<file path="config.mk">
export PLATFORM = sky130hd
export DESIGN_NAME = alu_sequencer
export DESIGN_NICKNAME = d
export VERILOG_FILES = /design/src/rtl/alu_sequencer.sv
export SDC_FILE = /design/constraint.sdc
export NUM_CORES = 1
export LEC_CHECK = 0
export ABC_AREA = 1
export CORE_ASPECT_RATIO = 0.6
export CORE_MARGIN = 2
export CORE_UTILIZATION = 50
export CTS_CLUSTER_DIAMETER = 200
export DETAILED_ROUTE_END_ITERATION = 8
export GPL_TIMING_DRIVEN = 0
export PLACE_DENSITY = 0.83
export SYNTH_ARGS = -nofsm -noshare
export SYNTH_HDL_FRONTEND = slang
export SYNTH_SLANG_ARGS = --single-unit
export TNS_END_PERCENT = 5
</file>
<file path="constraint.sdc">
create_clock -name clk -period 2.76 [get_ports clk]
set_input_delay 0.276 -clock clk [delete_from_list [all_inputs] [get_ports clk]]
set_output_delay 0.276 -clock clk [all_outputs]
set_load 0.1 [all_outputs]
</file>
<file path="src/rtl/alu_sequencer.sv">
// alu_sequencer: accepts register-to-register commands, drives an external
// combinational ALU for one cycle, writes the result back into one of four
// general registers and returns the result with flags on a response channel.
module alu_sequencer #(
  parameter int N = 8
) (
  input  logic         clk,
  input  logic         rst_n,
  input  logic         cmd_valid_i,
  output logic         cmd_ready_o,
  input  logic [2:0]   cmd_op_i,
  input  logic [1:0]   cmd_rd_i,
  input  logic [1:0]   cmd_rs1_i,
  input  logic [1:0]   cmd_rs2_i,
  input  logic [N-1:0] cmd_imm_i,
  output logic [2:0]   alu_F_o,
  output logic [N-1:0] alu_a_o,
  output logic [N-1:0] alu_b_o,
  input  logic [N-1:0] alu_y_i,
  input  logic         alu_cout_i,
  output logic         rsp_valid_o,
  input  logic         rsp_ready_i,
  output logic [N-1:0] rsp_data_o,
  output logic         rsp_cout_o,
  output logic         rsp_zero_o
);

  localparam logic [2:0] OP_AND   = 3'd0;
  localparam logic [2:0] OP_OR    = 3'd1;
  localparam logic [2:0] OP_ADD   = 3'd2;
  localparam logic [2:0] OP_SUB   = 3'd3;
  localparam logic [2:0] OP_ANDN  = 3'd4;
  localparam logic [2:0] OP_ORN   = 3'd5;
  localparam logic [2:0] OP_SLT   = 3'd6;
  localparam logic [2:0] OP_LOADI = 3'd7;

  typedef enum logic [1:0] {
    S_IDLE = 2'd0,
    S_EXEC = 2'd1,
    S_RESP = 2'd2
  } state_e;

  // Opcode to ALU function code; LOADI bypasses the ALU and keeps F at 000.
  function automatic logic [2:0] op_to_f(input logic [2:0] op);
    logic [2:0] f;
    case (op)
      OP_AND:  f = 3'b000;
      OP_OR:   f = 3'b001;
      OP_ADD:  f = 3'b010;
      OP_SUB:  f = 3'b110;
      OP_ANDN: f = 3'b100;
      OP_ORN:  f = 3'b101;
      OP_SLT:  f = 3'b111;
      default: f = 3'b000;
    endcase
    return f;
  endfunction

  // Only the arithmetic operations report the ALU carry.
  function automatic logic op_uses_carry(input logic [2:0] op);
    logic c;
    case (op)
      OP_ADD, OP_SUB, OP_SLT: c = 1'b1;
      default:                c = 1'b0;
    endcase
    return c;
  endfunction

  state_e         state_q, state_d;
  logic           cmd_ready_q, cmd_ready_d;
  logic           rsp_valid_q, rsp_valid_d;
  logic [2:0]     op_q, op_d;
  logic [1:0]     rd_q, rd_d;
  logic [N-1:0]   imm_q, imm_d;
  logic [2:0]     alu_f_q, alu_f_d;
  logic [N-1:0]   alu_a_q, alu_a_d;
  logic [N-1:0]   alu_b_q, alu_b_d;
  logic [N-1:0]   rsp_data_q, rsp_data_d;
  logic           rsp_cout_q, rsp_cout_d;
  logic           rsp_zero_q, rsp_zero_d;
  logic [N-1:0]   regs_q [4];
  logic           accept_s;
  logic           wr_en_s;
  logic [N-1:0]   result_s;
  logic           cout_s;

  assign accept_s = (state_q == S_IDLE) && cmd_valid_i;
  assign wr_en_s  = (state_q == S_EXEC);

  // Next-state logic: one EXEC cycle per command, RESP held until consumed.
  always_comb begin
    state_d = state_q;
    case (state_q)
      S_IDLE: begin
        if (cmd_valid_i) state_d = S_EXEC;
        else             state_d = S_IDLE;
      end
      S_EXEC: state_d = S_RESP;
      S_RESP: begin
        if (rsp_ready_i) state_d = S_IDLE;
        else             state_d = S_RESP;
      end
      default: state_d = S_IDLE;
    endcase
  end

  // Writeback value and carry selected from the ALU or the immediate.
  always_comb begin
    result_s = alu_y_i;
    cout_s   = 1'b0;
    if (op_q == OP_LOADI) begin
      result_s = imm_q;
      cout_s   = 1'b0;
    end else begin
      result_s = alu_y_i;
      cout_s   = op_uses_carry(op_q) & alu_cout_i;
    end
  end

  // Datapath next values: sample operands at acceptance, capture result in EXEC.
  always_comb begin
    cmd_ready_d = (state_d == S_IDLE);
    rsp_valid_d = (state_d == S_RESP);
    op_d        = op_q;
    rd_d        = rd_q;
    imm_d       = imm_q;
    alu_f_d     = alu_f_q;
    alu_a_d     = alu_a_q;
    alu_b_d     = alu_b_q;
    rsp_data_d  = rsp_data_q;
    rsp_cout_d  = rsp_cout_q;
    rsp_zero_d  = rsp_zero_q;
    if (accept_s) begin
      op_d  = cmd_op_i;
      rd_d  = cmd_rd_i;
      imm_d = cmd_imm_i;
      if (cmd_op_i == OP_LOADI) begin
        alu_f_d = 3'b000;
        alu_a_d = {N{1'b0}};
        alu_b_d = {N{1'b0}};
      end else begin
        alu_f_d = op_to_f(cmd_op_i);
        alu_a_d = regs_q[cmd_rs1_i];
        alu_b_d = regs_q[cmd_rs2_i];
      end
    end else if (state_q == S_EXEC) begin
      alu_f_d    = 3'b000;
      alu_a_d    = {N{1'b0}};
      alu_b_d    = {N{1'b0}};
      rsp_data_d = result_s;
      rsp_cout_d = cout_s;
      rsp_zero_d = (result_s == {N{1'b0}});
    end else begin
      alu_f_d = alu_f_q;
    end
  end

  // Control and datapath registers.
  always_ff @(posedge clk or negedge rst_n) begin
    if (!rst_n) begin
      state_q     <= S_IDLE;
      cmd_ready_q <= 1'b1;
      rsp_valid_q <= 1'b0;
      op_q        <= 3'd0;
      rd_q        <= 2'd0;
      imm_q       <= {N{1'b0}};
      alu_f_q     <= 3'b000;
      alu_a_q     <= {N{1'b0}};
      alu_b_q     <= {N{1'b0}};
      rsp_data_q  <= {N{1'b0}};
      rsp_cout_q  <= 1'b0;
      rsp_zero_q  <= 1'b0;
    end else begin
      state_q     <= state_d;
      cmd_ready_q <= cmd_ready_d;
      rsp_valid_q <= rsp_valid_d;
      op_q        <= op_d;
      rd_q        <= rd_d;
      imm_q       <= imm_d;
      alu_f_q     <= alu_f_d;
      alu_a_q     <= alu_a_d;
      alu_b_q     <= alu_b_d;
      rsp_data_q  <= rsp_data_d;
      rsp_cout_q  <= rsp_cout_d;
      rsp_zero_q  <= rsp_zero_d;
    end
  end

  // General register file, written once at the end of EXEC.
  always_ff @(posedge clk or negedge rst_n) begin
    if (!rst_n) begin
      for (int i = 0; i < 4; i++) regs_q[i] <= {N{1'b0}};
    end else if (wr_en_s) begin
      regs_q[rd_q] <= result_s;
    end else begin
      regs_q[rd_q] <= regs_q[rd_q];
    end
  end

  assign cmd_ready_o = cmd_ready_q;
  assign rsp_valid_o = rsp_valid_q;
  assign alu_F_o     = alu_f_q;
  assign alu_a_o     = alu_a_q;
  assign alu_b_o     = alu_b_q;
  assign rsp_data_o  = rsp_data_q;
  assign rsp_cout_o  = rsp_cout_q;
  assign rsp_zero_o  = rsp_zero_q;

endmodule

</file>
==> results.txt <==
----------------------------------------------------
[Run status]
  Status ... complete, no violations

[CTS]
  Clock tree from TritonCTS ... built
  Max H-tree Level ... 3
  Sink Count ... 78
  Count of instances resized after the clock tree is built ... 0
  Post-CTS Repair Setup Buffers ... 0
  Later-pin clock latency in the skew report ... 0.33 ns
  CTS Buf Count ... 9
  Clock tree root buffer cell ... sky130_fd_sc_hd__clkbuf_16
  Largest buffer count on any clock path ... 2
  Clk pin slew, worst setup/hold paths ... 0.05 ns

[Global routing]
  Met3 routing resource usage after global routing ... under 10%
  Initial antenna violation count ... 0
  Busiest layer in global routing ... met1
  Pin count of the biggest net entering global routing ... 65
  Wire length of the first global-routing pass ... 18200 µm
  Fraction of met2 tracks used by global routing ... 38.4%
  Total routing usage reported by global routing ... 26.9%
  Vias in the first global route ... 3533
  GRT Residual Overflow ... 0
  Global Route met1 Usage ... 40.9%

[Yosys]
  Average cell area after synthesis ... ~7.8 µm²
  Syn nets ... 536
  Yosys synthesis warning count ... 0
  Post-synthesis xor/xnor area fraction ... 0%
  FF+latch count, synth ... 78
  Unique masters post-synth ... 25
  Synth top area cells ... sky130_fd_sc_hd__dfrtp_1 (49%), sky130_fd_sc_hd__nand3_1 (15%), sky130_fd_sc_hd__nand2_1 (14%)
  Count of mapped cells out of synthesis ... ~510
  Area of the mapped netlist ... around 4000 µm²
  Sequential-to-total area share from yosys stat ... 49.5%
  Main combinational cell family by area after synthesis ... simple AND/OR/NAND/NOR gates
  Area fraction of the dominant cell type after synthesis ... between 40% and 50%
  Adder and majority cell fraction of the synthesized area ... 0%
  Mux contribution to synthesized area ... 0%
  Synth Area in Compound Gates ... a little under a tenth
  Fraction of the mapped netlist area in simple logic gates ... between 30% and 40%
  Top cell type by total area after synthesis ... sky130_fd_sc_hd__dfrtp_1

[STA]
  Actual slew at the worst max-slew pin ... 1.01 ns
  Final sum of negative setup slack ... 0 ns
  Min Clock Period, post-route ... 2.24 ns
  Unrepaired setup endpoints after global routing ... no
  Final-layout worst hold slack ... 0.343 ns
  Maximum frequency from static timing analysis ... 446 MHz
  Final period util ... 81.2%
  Final setup skew ... 0.00634 ns
  Setup violation total in the final timing report ... 0
  Final Slew Violations ... 0
  Hold Violations, Final ... 0
  Normalized max-slew margin ... 32.3%
  Final setup slack of the worst path ... slightly above 0.5 ns

[Drt]
  First-iteration detailed-routing DRC count ... approximately 360
  Number of nets with antenna violations after detailed routing ... 0
  Drt first pass iters ... 5
  Vias after detailed routing ... 3887
  Total DRC errors in the routed layout ... 0
  Average wire per cell in the routed design ... 15.8 µm
  WL final ... 10900 µm
  Via density ... 5.62

[Die]
  Starting density of the core ... 50.8%
  Die Outline Area ... roughly 8600 µm²
  Placeable core area ... 7760 µm²
  Die span in x ... 119 µm
  Number of primary I/O pins ... 61
  FP Rows ... 25
  Floorplan die height ... 72.8 µm

[Layout]
  Layout Nets ... around 610
  Layout cells sized above 1 ... slightly above 9%
  Antenna diode count ... 0
  Syn-to-layout area delta ... 26.7%
  Fin cells ... 692
  Most common library cell in the layout ignoring fill and taps ... sky130_fd_sc_hd__nand2_1
  Summed area of non-filler cells in the final layout ... 5000 µm²
  Utilization of the core after routing ... 64.4%
  Count of filler cells inserted in the layout ... around 680
  Top library cells by usage in the layout, fill and taps aside ... sky130_fd_sc_hd__nand2_1 (147), sky130_fd_sc_hd__nand3_1 (115), sky130_fd_sc_hd__dfrtp_1 (77)

[Power and ir drop]
  Pleak ... 2.40 nW
  PnR Total Power ... 6.93 mW
  Largest vdd supply drop ... 0.907 mV
  Power per unit of standard cell area ... roughly 1400 nW/µm²

[Placement]
  Placement Setup Slack ... 0.861 ns
  Count of buffers from port buffering ... 60
  Placer congestion estimate ... 0.857
  Placed insts ... 675
  Standard cell area after detailed placement ... about 4700 µm²
  Post-DP HPWL ... between 7000 and 8000 µm

[Critical path]
  Element type at the critical path start ... flop
  Longest individual stage delay on the worst path ... 1.12 ns
  Setup CP Type ... reg2out
  Data arrival at the endpoint of the critical path ... 1.96 ns
  Launch point of the worst path ... cmd_ready_o
  Kind of cell adding the most delay to the critical path ... buffers and inverters
  Number of cells on the worst reg-to-reg path ... 6
  Crit path capture type ... primary output
  CP bufs+invs ... 1
  CP Depth ... 1
  Reg-to-Reg Start ... state_q[0]
  Data required time of the critical path ... 2.48 ns
  Critical path, cell by cell ... clkdlybuf4s50_1
  Max FO, Critical Path ... 1
  Crit path max-delay cell type ... sky130_fd_sc_hd__clkdlybuf4s50_1

[Flow run]
  Max capacitance violation total ... 0

[Hold path]
  Class of the most critical hold timing path ... in2async

----------------------------------------------------
## routing by layer
layer / vias to the layer above / wire length, µm
li1: 1825 / -
met1: 1814 / 5110
met2: 239 / 4500
met3: 9 / 1230
met4: 0 / 74
met5: - / 0
## layout make-up
type | instances | area (µm²) | share of cell area (%)
sequential | 78 | 1950 | 39.1
buffer | 29 | 160 | 3.21
timing repair buffer | 62 | 636 | 12.7
clock inverter | 5 | 50.0 | 1.00
inverter | 44 | 165 | 3.31
tap | 108 | 135 | 2.70
multi-input combinational | 355 | 1660 | 33.3
clock buffer | 11 | 233 | 4.66
## kinds of logic after synthesis
logic type | Yosys count
and+or+nand+nor | 288
AOI/OAI and AO/OA | 67
buffers and inverters | 73
DFF | 78
## timing repair
| action | CTS | global route |
|---|---|---|
| hold buffers | 1 | 0 |
| setup endpoints to repair | 0 | 0 |
| endpoints found under the hold margin | 13 | 0 |
## registers in the layout, indices dropped and copies added, names as in the netlist
register     cells
regs_q          32
alu_a_o          8
alu_b_o          8
imm_q            8
rsp_data_o       8
alu_F_o          3
op_q             3
rd_q             2
state_q          2
cmd_ready_o      1
rsp_cout_o       1
rsp_valid_o      1
rsp_zero_o       1
## power by group
part           switching, mW  internal (mW)  leakage, nW
Sequential             0.402           1.65        0.993
Combinational           2.78          0.954         1.26
Clock                  0.445          0.694        0.143
## final timing paths
check / to / slack [ns]
min in group clk: alu_b_o[7] / 0.48
max: cmd_ready_o / 0.52
min reg2reg: alu_b_o[7] / 0.48
max in group asynchronous: rsp_data_o[6] / 1.85
max reg2reg: regs_q[15] / 1.33
min: alu_a_o[6] / 0.34
## cells in the mapped netlist, drive strengths merged
cell and instances:
clkinv 1, nand3 117, a21oi 15, o21bai 1, nor2 17, o21ai 40, dfstp 1, o211ai 8
dfrtp 77, nand4 5, nand2 149, o31ai 1, clkbuf 7, o22ai 2, inv 43, buf 22
No activity file was read; power rests on OpenSTA's default activity.
